--- config.mk ---
export PLATFORM = sky130hd
export DESIGN_NAME = ct_f_spsram_req_ctrl
export DESIGN_NICKNAME = d
export VERILOG_FILES = /design/src/rtl/ct_f_spsram_pkg.sv /design/src/rtl/ct_f_spsram_rsp_fifo.sv /design/src/rtl/ct_f_spsram_req_ctrl.sv
export SDC_FILE = /design/constraint.sdc
export NUM_CORES = 1
export LEC_CHECK = 0
export BUFFER_PORTS_ARGS = -buffer_cell sky130_fd_sc_hd__buf_2
export CAP_MARGIN = 20
export CELL_PAD_IN_SITES_DETAIL_PLACEMENT = 1
export CELL_PAD_IN_SITES_GLOBAL_PLACEMENT = 1
export CORE_ASPECT_RATIO = 1.25
export CORE_UTILIZATION = 40
export DETAILED_ROUTE_END_ITERATION = 6
export GPL_TIMING_DRIVEN = 0
export PLACE_DENSITY = 0.74
export RECOVER_POWER = 100
export SLEW_MARGIN = 25
export SYNTH_ARGS = -nofsm -noshare
export SYNTH_HDL_FRONTEND = slang
export SYNTH_SLANG_ARGS = --single-unit
--- constraint.sdc ---
create_clock -name CLK -period 2.8 [get_ports CLK]
set_input_delay 0.42 -clock CLK [delete_from_list [all_inputs] [get_ports CLK]]
set_output_delay 0.42 -clock CLK [all_outputs]
set_load 0.005 [all_outputs]
--- src/rtl/ct_f_spsram_pkg.sv ---
// Shared definitions for the single-port SRAM requester controller.
//   - default address/data widths of the 512x44 SRAM wrapper
//   - controller FSM state encoding
//   - idle (inactive) levels of the active-low SRAM strobes
package ct_f_spsram_pkg;

  localparam int ADDR_WIDTH_DEF = 9;
  localparam int DATA_WIDTH_DEF = 44;

  typedef enum logic [1:0] {
    ST_INIT  = 2'd0,
    ST_CLEAR = 2'd1,
    ST_RUN   = 2'd2
  } state_e;

  localparam logic CEN_IDLE     = 1'b1;
  localparam logic GWEN_IDLE    = 1'b1;
  localparam logic WEN_IDLE_BIT = 1'b1;

endpackage

--- src/rtl/ct_f_spsram_rsp_fifo.sv ---
// Read-response FIFO for the SRAM requester controller.
// Synchronous, power-of-2 depth, first-word-fall-through read port.
//   clk, rst        : clock, synchronous active-high reset (empties FIFO)
//   push, push_data : write side
//   pop, pop_data   : read side; pop_data is 0 while empty
//   count/empty/full: occupancy
module ct_f_spsram_rsp_fifo #(
  parameter  int DATA_WIDTH = 44,
  parameter  int RSP_DEPTH  = 4,
  localparam int PW         = $clog2(RSP_DEPTH),
  localparam int CW         = PW + 1
) (
  input  logic                  clk,
  input  logic                  rst,
  input  logic                  push,
  input  logic [DATA_WIDTH-1:0] push_data,
  input  logic                  pop,
  output logic [DATA_WIDTH-1:0] pop_data,
  output logic [CW-1:0]         count,
  output logic                  empty,
  output logic                  full
);

  logic [PW-1:0]                         wr_ptr_q, wr_ptr_d;
  logic [PW-1:0]                         rd_ptr_q, rd_ptr_d;
  logic [CW-1:0]                         count_q, count_d;
  logic [RSP_DEPTH-1:0][DATA_WIDTH-1:0]  mem_q, mem_d;

  always_comb begin
    wr_ptr_d = wr_ptr_q;
    rd_ptr_d = rd_ptr_q;
    count_d  = count_q;
    mem_d    = mem_q;
    if (push) begin
      mem_d[wr_ptr_q] = push_data;
      wr_ptr_d        = wr_ptr_q + PW'(1);
    end
    if (pop) rd_ptr_d = rd_ptr_q + PW'(1);
    case ({push, pop})
      2'b10:   count_d = count_q + CW'(1);
      2'b01:   count_d = count_q - CW'(1);
      default: count_d = count_q;
    endcase
  end

  always_ff @(posedge clk) begin
    if (rst) begin
      wr_ptr_q <= '0;
      rd_ptr_q <= '0;
      count_q  <= '0;
    end else begin
      wr_ptr_q <= wr_ptr_d;
      rd_ptr_q <= rd_ptr_d;
      count_q  <= count_d;
    end
  end

  // Storage needs no reset: entries are only visible through count_q.
  always_ff @(posedge clk) mem_q <= mem_d;

  assign count    = count_q;
  assign empty    = (count_q == '0);
  assign full     = (count_q == CW'(RSP_DEPTH));
  // Forced to 0 when empty so the response bus is clean out of reset.
  assign pop_data = empty ? '0 : mem_q[rd_ptr_q];

  a_no_overflow:  assert property (@(posedge clk) disable iff (rst) !(push && full));
  a_no_underflow: assert property (@(posedge clk) disable iff (rst) !(pop && empty));

endmodule

--- src/rtl/ct_f_spsram_req_ctrl.sv ---
// Requester-side controller for the 512x44 single-port SRAM wrapper.
// Turns a valid/ready read/write request stream into registered SRAM
// strobes and returns read data through a credit-managed response FIFO.
//
// Optional build macro CT_SPSRAM_CLEAR_EN: after reset, zero the whole
// SRAM (one address per cycle, ascending) before accepting requests.
//
// Ports
//   CLK, RST                  : clock, synchronous active-high reset
//   req_vld/req_rdy           : request handshake
//   req_wr/addr/wdata/wmask   : request payload (wmask 1 = write bit)
//   rsp_vld/rsp_rdy/rsp_rdata : read response stream, in read-accept order
//   init_done                 : controller in RUN, requests eligible
//   A/CEN/GWEN/WEN/D          : registered SRAM pins (strobes active low)
//   Q                         : SRAM read data, valid cycle after a read strobe
module ct_f_spsram_req_ctrl
  import ct_f_spsram_pkg::*;
#(
  parameter int ADDR_WIDTH = ADDR_WIDTH_DEF,
  parameter int DATA_WIDTH = DATA_WIDTH_DEF,
  parameter int RSP_DEPTH  = 4
) (
  input  logic                  CLK,
  input  logic                  RST,
  input  logic                  req_vld,
  output logic                  req_rdy,
  input  logic                  req_wr,
  input  logic [ADDR_WIDTH-1:0] req_addr,
  input  logic [DATA_WIDTH-1:0] req_wdata,
  input  logic [DATA_WIDTH-1:0] req_wmask,
  output logic                  rsp_vld,
  input  logic                  rsp_rdy,
  output logic [DATA_WIDTH-1:0] rsp_rdata,
  output logic                  init_done,
  output logic [ADDR_WIDTH-1:0] A,
  output logic                  CEN,
  output logic                  GWEN,
  output logic [DATA_WIDTH-1:0] WEN,
  output logic [DATA_WIDTH-1:0] D,
  input  logic [DATA_WIDTH-1:0] Q
);

  localparam int CW = $clog2(RSP_DEPTH) + 1;

  state_e                state_q, state_d;
  logic                  cen_q, cen_d;
  logic                  gwen_q, gwen_d;
  logic [DATA_WIDTH-1:0] wen_q, wen_d;
  logic [ADDR_WIDTH-1:0] a_q, a_d;
  logic [DATA_WIDTH-1:0] d_q, d_d;
  logic [1:0]            inflight_q, inflight_d;
  // [0]: read strobe on the pins, [1]: Q holds that read's data.
  logic [1:0]            rd_pipe_q, rd_pipe_d;
`ifdef CT_SPSRAM_CLEAR_EN
  // Extra MSB marks "all addresses written" for the trailing idle cycle.
  logic [ADDR_WIDTH:0]   clr_cnt_q, clr_cnt_d;
`endif

  logic                  accept, rd_acc, push, pop;
  logic [CW-1:0]         fifo_count;
  logic                  fifo_empty, fifo_full;
  logic [CW:0]           credit_sum;

  // Every accepted read owns a FIFO slot from accept until it is popped,
  // so the FIFO can never be pushed while full.
  assign credit_sum = (CW+1)'(fifo_count) + (CW+1)'(inflight_q);
  assign req_rdy    = (state_q == ST_RUN) && (credit_sum < (CW+1)'(RSP_DEPTH));
  assign accept     = req_vld && req_rdy;
  assign rd_acc     = accept && !req_wr;
  assign push       = rd_pipe_q[1];
  assign pop        = rsp_vld && rsp_rdy;

  always_comb begin
    state_d    = state_q;
    cen_d      = CEN_IDLE;
    gwen_d     = GWEN_IDLE;
    wen_d      = {DATA_WIDTH{WEN_IDLE_BIT}};
    a_d        = a_q;
    d_d        = d_q;
    rd_pipe_d  = {rd_pipe_q[0], rd_acc};
`ifdef CT_SPSRAM_CLEAR_EN
    clr_cnt_d  = clr_cnt_q;
`endif
    case ({rd_acc, push})
      2'b10:   inflight_d = inflight_q + 2'd1;
      2'b01:   inflight_d = inflight_q - 2'd1;
      default: inflight_d = inflight_q;
    endcase

    case (state_q)
      ST_INIT: begin
`ifdef CT_SPSRAM_CLEAR_EN
        // Address 0 is written on the way into CLEAR so strobes run
        // back to back from the first cycle.
        state_d   = ST_CLEAR;
        cen_d     = 1'b0;
        gwen_d    = 1'b0;
        wen_d     = '0;
        a_d       = '0;
        d_d       = '0;
        clr_cnt_d = (ADDR_WIDTH+1)'(1);
`else
        state_d   = ST_RUN;
`endif
      end
`ifdef CT_SPSRAM_CLEAR_EN
      ST_CLEAR: begin
        if (clr_cnt_q[ADDR_WIDTH]) begin
          state_d = ST_RUN;
        end else begin
          cen_d     = 1'b0;
          gwen_d    = 1'b0;
          wen_d     = '0;
          a_d       = clr_cnt_q[ADDR_WIDTH-1:0];
          d_d       = '0;
          clr_cnt_d = clr_cnt_q + (ADDR_WIDTH+1)'(1);
        end
      end
`endif
      ST_RUN: begin
        if (accept) begin
          cen_d = 1'b0;
          a_d   = req_addr;
          if (req_wr) begin
            gwen_d = 1'b0;
            wen_d  = ~req_wmask;
            d_d    = req_wdata;
          end else begin
            d_d    = '0;
          end
        end
      end
      default: state_d = ST_INIT;
    endcase
  end

  always_ff @(posedge CLK) begin
    if (RST) begin
      state_q    <= ST_INIT;
      cen_q      <= CEN_IDLE;
      gwen_q     <= GWEN_IDLE;
      wen_q      <= {DATA_WIDTH{WEN_IDLE_BIT}};
      a_q        <= '0;
      d_q        <= '0;
      inflight_q <= '0;
      rd_pipe_q  <= '0;
`ifdef CT_SPSRAM_CLEAR_EN
      clr_cnt_q  <= '0;
`endif
    end else begin
      state_q    <= state_d;
      cen_q      <= cen_d;
      gwen_q     <= gwen_d;
      wen_q      <= wen_d;
      a_q        <= a_d;
      d_q        <= d_d;
      inflight_q <= inflight_d;
      rd_pipe_q  <= rd_pipe_d;
`ifdef CT_SPSRAM_CLEAR_EN
      clr_cnt_q  <= clr_cnt_d;
`endif
    end
  end

  ct_f_spsram_rsp_fifo #(
    .DATA_WIDTH (DATA_WIDTH),
    .RSP_DEPTH  (RSP_DEPTH)
  ) u_rsp_fifo (
    .clk       (CLK),
    .rst       (RST),
    .push      (push),
    .push_data (Q),
    .pop       (pop),
    .pop_data  (rsp_rdata),
    .count     (fifo_count),
    .empty     (fifo_empty),
    .full      (fifo_full)
  );

  assign rsp_vld   = !fifo_empty;
  assign init_done = (state_q == ST_RUN);
  assign A         = a_q;
  assign CEN       = cen_q;
  assign GWEN      = gwen_q;
  assign WEN       = wen_q;
  assign D         = d_q;

  a_full_blocks_req: assert property (@(posedge CLK) disable iff (RST) fifo_full |-> !req_rdy);
  a_inflight_max:    assert property (@(posedge CLK) disable iff (RST) inflight_q <= 2'd2);

endmodule
==> impl_metrics.yaml, run 1 <==
timing:
  skew_ns: 0.01456
  tightest_slew_ns: 1.212
  period_share: 0.9332
  setup_viol: 0
  rsz0062_at_grt: "no"
  max_freq_mhz: 382.7
  min_period_ns: 2.613
  hold_violations: 0
  slew_violations: 0
  fin_hold_ws_ns: 0.04051
  slew_headroom: 0.1922
floorplan:
  dieArea_sq_um: 26840
  io_pins: 292
  die_h_microns: 182.9
  placementRows: 65
  start_util: 0.4114
  die-width_microns: 146.7
  coreArea_sq_um: 25460
grt:
  grt_pass1_vias: 7635
  grt_start_max_net_pins: 42
  grt_overflow_total: 0
  antenna_found_initial: 2
  grt_pass1_wl_mm: 41.63
  grt_usage: 0.1988
min_path:
  hp-class: "input pin to flip-flop"
  holdPathStages: 2
worst_setup_path:
  critical_path_class: "flip-flop to output pin"
  reg2reg_depth: 3
  cp.depth: 5
  cp_num_buf_inv: 3
  critPathRequiredTime_ns: 2.38
  path_cells: "clkbuf_4 > buf_4 > mux4_2 > nor2b_1 > clkbuf_2"
  critPathLaunchType: "flip-flop"
  max_stage_delay_ns: 0.55
  cp_max_fo: 10
  arrival_ns: 2.19
  worstSetupEndpointType: "output pin"
  crit_family: "buffers and inverters"
  critPathSlowestCell: "mux4_2"
clock_network:
  clk_path_buf_depth: 3
  cts.clk_slew.worst_paths_ns: 0.06
  clock_latency_ns: 0.54
  htree_levels: 1
  cts.sinks: 287
  cts_tree: "yes"
  cts.hold.buffers_added: 0
  cts_root_buf: "clkbuf_16"
  cts_buffers: 29
final_layout:
  layout_commonest_cell: "clkbuf_1"
  final_cell_mix: "clkbuf_1, edfxtp_1, buf_2"
  layoutNonFillerInstCount: 1376
  drive_above_1_share: 0.2536
  fill_cells: 2682
  nets: 1172
  diodes: 0
  syn_to_final_growth_pct: 27.10
status:
  outcome: "complete, no violations"
yosys:
  synth_top_area_cell: "edfxtp_1"
  yosys_warnings: 0
  synth-edff-count: 176
  synth_area_leaders: "edfxtp_1, dfxtp_1, mux4_2"
  syn_area_per_cell_sq_um: 15.11
  netlist_area_sq_um: 10470
  synth_flop_cell: "edfxtp_1"
  synthCells: 693
  synth_nets: 847
  seq_area_frac_synth: 0.7168
  async_reset_ff_frac: 0
  synth_seq_cells: 287
  ys_types: 33
  synth_top_area_frac: 0.5047
power:
  powerDensity_nw_per_um2: 716.0
  cellLeakagePower_nw: 4.551
  total_power_w: 0.009530
  vdd_ir_drop_max_v: 0.0004551
place:
  place_inst: 1323
  portBuffers: 291
  gp_congestion: 0.8087
  hpwl_mm: 18.30
route:
  ant_nets: 0
  routed_wl_mm: 26.87
  routed_via_density: 5.140
  firstDrtPassIters: 5
  drt_iter0_drc: 258
  wl_per_cell_microns: 19.53
  num_vias: 7073
  drc_errors: 0
flow_run:
  cap_violations: 0
power breakdown:
group / switching, W / internal (W)
logic: 0.000273 / 0.000216
clock network: 0.00163 / 0.00285
registers: 0.0000265 / 0.00453
cells in the mapped netlist, drive strengths merged (2+ instances only):
cell	instances
and2	4
xor2	4
buf	14
nand2	47
o21ai	56
mux4	44
nand4	44
or3	3
edfxtp	176
nand3	10
a21oi	57
ha	7
dfxtp	111
inv	10
nor3	2
nor2b	45
nor2	8
clkbuf	39
xnor2	2
path summary, 6_finish.rpt:
| check | from | to | slack (ns) |
|---|---|---|---|
| min reg2reg | rd_pipe_q[0]$_SDFF_PP0_ | rd_pipe_q[1]$_SDFF_PP0_ | 0.45 |
| max | u_rsp_fifo.rd_ptr_q[0]$_SDFFE_PP0N_ | rsp_rdata[21] | 0.19 |
| max reg2reg | u_rsp_fifo.wr_ptr_q[0]$_SDFFE_PP0P_ | u_rsp_fifo.mem_q[157]$_DFFE_PP_ | 0.26 |
| min | req_wmask[37] | WEN[37]$_SDFF_PP1_ | 0.04 |
logic make-up (layout without fill, tap and decap cells):
| logic type | Yosys count | after routing | synth area share |
|---|---|---|---|
| flops | 287 | 287 | 0.7168 |
| simple gates | 170 | 170 | 0.09116 |
| compound gates | 114 | 114 | 0.05472 |
| buf+inv | 63 | 411 | 0.02640 |
| mux | 45 | 45 | 0.09558 |
| fa+ha+maj | 8 | 8 | 0.01027 |
| xor+xnor | 6 | 6 | 0.005018 |
state kept, by name, summed over array words and instances, names as in the netlist:
register	count
GWEN	1
u_rsp_fifo.wr_ptr_q	2
state_q	1
WEN	44
u_rsp_fifo.count	3
inflight_q	2
rd_pipe_q	2
D	44
u_rsp_fifo.rd_ptr_q	2
A	9
u_rsp_fifo.mem_q	176
CEN	1
worst register-to-register path, stage by stage (launching register included):
cell	delay (ns)
dfxtp_1	0.40
ha_1	0.16
and2_0	0.66
clkbuf_2	0.91
layout make-up:
type | instances | area, sq um | area share
sequential | 287 | 7507 | 0.5640
tap | 335 | 419.2 | 0.03149
clock inverter | 23 | 381.6 | 0.02867
multi-input combinational | 343 | 2675 | 0.2010
inverter | 10 | 37.54 | 0.002820
timing repair buffer | 295 | 1291 | 0.09701
buffer | 52 | 255.2 | 0.01918
clock buffer | 31 | 743.2 | 0.05584
layer usage:
metal	GRT usage	vias to the layer above	routed length, microns
li1	-	3254	-
met1	0.2233	3515	10170
met2	0.3691	263	14090
met3	0.05547	37	2090
met4	0.04833	4	484
met5	0	-	28
stage by stage:
step,setup slack (ns),setup TNS [ns],util,area (sq um)
floorplan,0.5643,0,-,10470
global placement,-0.1184,-13.06,0.4851,12350
detailed placement,0.2886,0,0.4892,12450
CTS,0.0006362,0,0.5340,13590
global route,0.03267,0,0.5229,13310
finish,0.1871,0,0.5229,13310
repair_timing:
action / in CTS / in global routing
gates cloned: 0 / 0
setup endpoints to repair: 40 / 40
gates resized for setup: 9 / 5
buffers inserted: 0 / 0
Power figures use the tool's default switching activity.
==> inputs of run 2 (changes only) <==
- ABC_AREA: default -> 1
- PLACE_DENSITY: 0.74 -> 0.78
==> impl_metrics.yaml, run 2 <==
floorplan:
  placementRows: 68
  die_h_microns: 188.7
  io_pins: 292
  start_util: 0.4060
  dieArea_sq_um: 28570
  coreArea_sq_um: 27480
  die-width_microns: 151.4
grt:
  grt_usage: 0.2233
  met3_usage: 0.05956
  antenna_found_initial: 2
  grt_use_met1: 0.2393
  grtUsageMet2: 0.4203
  grt_pass1_vias: 9466
  grt_start_max_net_pins: 45
  busiest_layer: "met2"
  grt_pass1_wl_mm: 49.09
  grt_overflow_total: 0
yosys:
  synth_nets: 1291
  synth_flop_cell: "edfxtp_1"
  syn_area_per_cell_sq_um: 9.814
  ys_types: 25
  synth_area_leaders: "edfxtp_1, dfxtp_1, nor2_1"
  async_reset_ff_frac: 0
  synth_top_area_frac: 0.4736
  synth_top_area_cell: "edfxtp_1"
  muxShareOfSynthArea: 0
  synthAdderAreaFrac: 0.009643
  synth_commonest_cells: "nor2_1, edfxtp_1, nand2_1, inv_1, dfxtp_1"
  synth-edff-count: 176
  synth_top_family_by_area: "simple AND/OR/NAND/NOR gates"
  synthSimpleGateAreaFrac: 0.1850
  yosys_warnings: 0
  synthCells: 1137
  synth-compound-area-share: 0.06425
  synth_seq_cells: 287
  synth-xor-area-share: 0.0007849
  yosysMostFrequentCell: "nor2_1"
  netlist_area_sq_um: 11160
  seq_area_frac_synth: 0.6728
route:
  wl_per_cell_microns: 17.36
  routed_via_density: 4.860
  drt_iter0_drc: 354
  firstDrtPassIters: 5
  ant_nets: 0
  drc_errors: 0
  num_vias: 8884
  routed_wl_mm: 31.74
timing:
  rsz0062_at_grt: "no"
  skew_ns: 0.01377
  slew_violations: 0
  max_freq_mhz: 377.4
  slew_headroom: 0.2339
  hold_violations: 0
  setup_tns_ns: 0
  setup_viol: 0
  tightest_slew_ns: 1.148
  period_share: 0.9463
  min_period_ns: 2.650
  postLayoutSetupSlackWorst_ns: 0.1504
worst_setup_path:
  r2r_setup_slack_ns: 0.29
  arrival_ns: 2.23
  crit_top_cell: "clkbuf_1"
  path_cells: "buf_2 > inv_2 > clkbuf_1 > o21ai_0 > a21oi_1 > clkbuf_1"
  worstSetupEndpointType: "output pin"
  critical_path_class: "flip-flop to output pin"
  cp.depth: 6
  reg2reg_depth: 6
  cp_max_fo: 10
  critPathLaunchType: "flip-flop"
  reg2reg_from: "inflight_q[1]$_SDFFE_PP0P_"
  cp_num_buf_inv: 4
  critPathSlowestCell: "clkbuf_1"
  crit_family: "buffers and inverters"
  max_stage_delay_ns: 0.44
  critPathRequiredTime_ns: 2.38
  rr_endpoint: "WEN[32]$_SDFF_PP1_"
clock_network:
  clock_latency_ns: 0.54
  cts.hold.buffers_added: 0
  clk_path_buf_depth: 3
  htree_levels: 1
  cts_buffers: 28
  post_cts_buffers: 0
  cts.clk_slew.worst_paths_ns: 0.06
  ctsResizeCount: 0
  cts.sinks: 287
  cts_tree: "yes"
  cts_root_buf: "clkbuf_16"
final_layout:
  nets: 1611
  drive_above_1_share: 0.1353
  fill_cells: 3308
  largest_register_ff_count: 176
  layout_commonest_cell: "nor2_1"
  top_register: "u_rsp_fifo.mem_q"
  diodes: 0
  syn_to_final_growth_pct: 22.51
  final_cell_mix: "nor2_1, clkbuf_1, edfxtp_1"
flow_run:
  cap_violations: 0
min_path:
  hp-start: "req_wmask[14]"
  hold_path_end: "WEN[14]$_SDFF_PP1_"
  hp-class: "input pin to flip-flop"
  holdPathStages: 2
place:
  portBuffers: 290
  hpwl_mm: 22.21
  dp_worst_setup_slack_ns: 0.4821
  gp_congestion: 0.7922
power:
  powerDensity_nw_per_um2: 701.6
  vdd_ir_drop_max_v: 0.0004043
  cellLeakagePower_nw: 5.617
status:
  outcome: "complete, no violations"
run 2: changes by cell type after synthesis, moves of 8 or more:
cell / delta
o21ai_0: +27
a21oi_1: -8
nand4_1: -23
nand3_1: +38
clkbuf_1: -9
nand2_1: +122
o21ai_1: +10
nor2b_1: -45
nor2_1: +264
inv_1: +104
buf_2: +15
mux4_2: -44
run 2: report_power, final:
part,internal [W],switching (W)
combinational,0.000463,0.000971
sequential,0.00458,0.0000486
clock,0.00197,0.00156
total,0.00701,0.00258
run 2: worst max-delay path by stage:
stage / startpoint / endpoint / slack (ns)
2_1_floorplan: inflight_q[1]$_SDFFE_PP0P_ / inflight_q[1]$_SDFFE_PP0P_ / 0.77
3_3_place_gp: u_rsp_fifo.wr_ptr_q[0]$_SDFFE_PP0P_ / u_rsp_fifo.mem_q[12]$_DFFE_PP_ / 0.25
3_5_place_dp: inflight_q[1]$_SDFFE_PP0P_ / inflight_q[1]$_SDFFE_PP0P_ / 0.48
4_1_cts: u_rsp_fifo.rd_ptr_q[0]$_SDFFE_PP0N_ / rsp_rdata[40] / 0.06
5_1_grt: u_rsp_fifo.count[0]$_SDFFE_PP0P_ / rsp_rdata[40] / 0.01
6_report: u_rsp_fifo.rd_ptr_q[0]$_SDFFE_PP0N_ / rsp_rdata[41] / 0.15
run 2: layout make-up:
cell class                 count  area [sq um]  area share
multi-input combinational    665          2884      0.2110
tap                          350         437.9     0.03204
clock buffer                  35         748.2     0.05474
sequential                   287          7507      0.5492
inverter                     118         442.9     0.03240
timing repair buffer         290          1250     0.09144
buffer                        67         299.0     0.02188
clock inverter                16         100.1    0.007323
run 2: worst reg2reg max path: stages (launching register included):
cell and delay [ns]:
dfxtp_1 0.33, ha_1 0.29, nand3_1 0.12, nand4_1 0.39
nor2_1 0.84, buf_4 0.30, nand3_1 0.11
run 2: logic make-up after synthesis:
group,count (synthesis)
fa+ha+maj,8
xor+xnor,1
flops,287
simple gates,513
buf+inv,185
compound gates,143
run 2: metrics by stage:
stage          area, sq um  hold slack (ns)    util  std cells  power (W)
2_1_floorplan        11160           0.3883       -       1137   0.005492
3_3_place_gp         13050           0.4546  0.4748       1777   0.006174
3_5_place_dp         13060           0.4560  0.4751       1777   0.006225
4_1_cts              13910          0.04308  0.5060       1828   0.009761
5_1_grt              13670          0.04690  0.4974       1828   0.009999
6_report             13670          0.06681  0.4974       1828   0.009590
run 2: layer usage:
metal | share of wire | wire, microns
met3 | 0.077 | 2446
met1 | 0.38 | 11920
met2 | 0.53 | 16700
met5 | 0.00072 | 23
met4 | 0.020 | 638
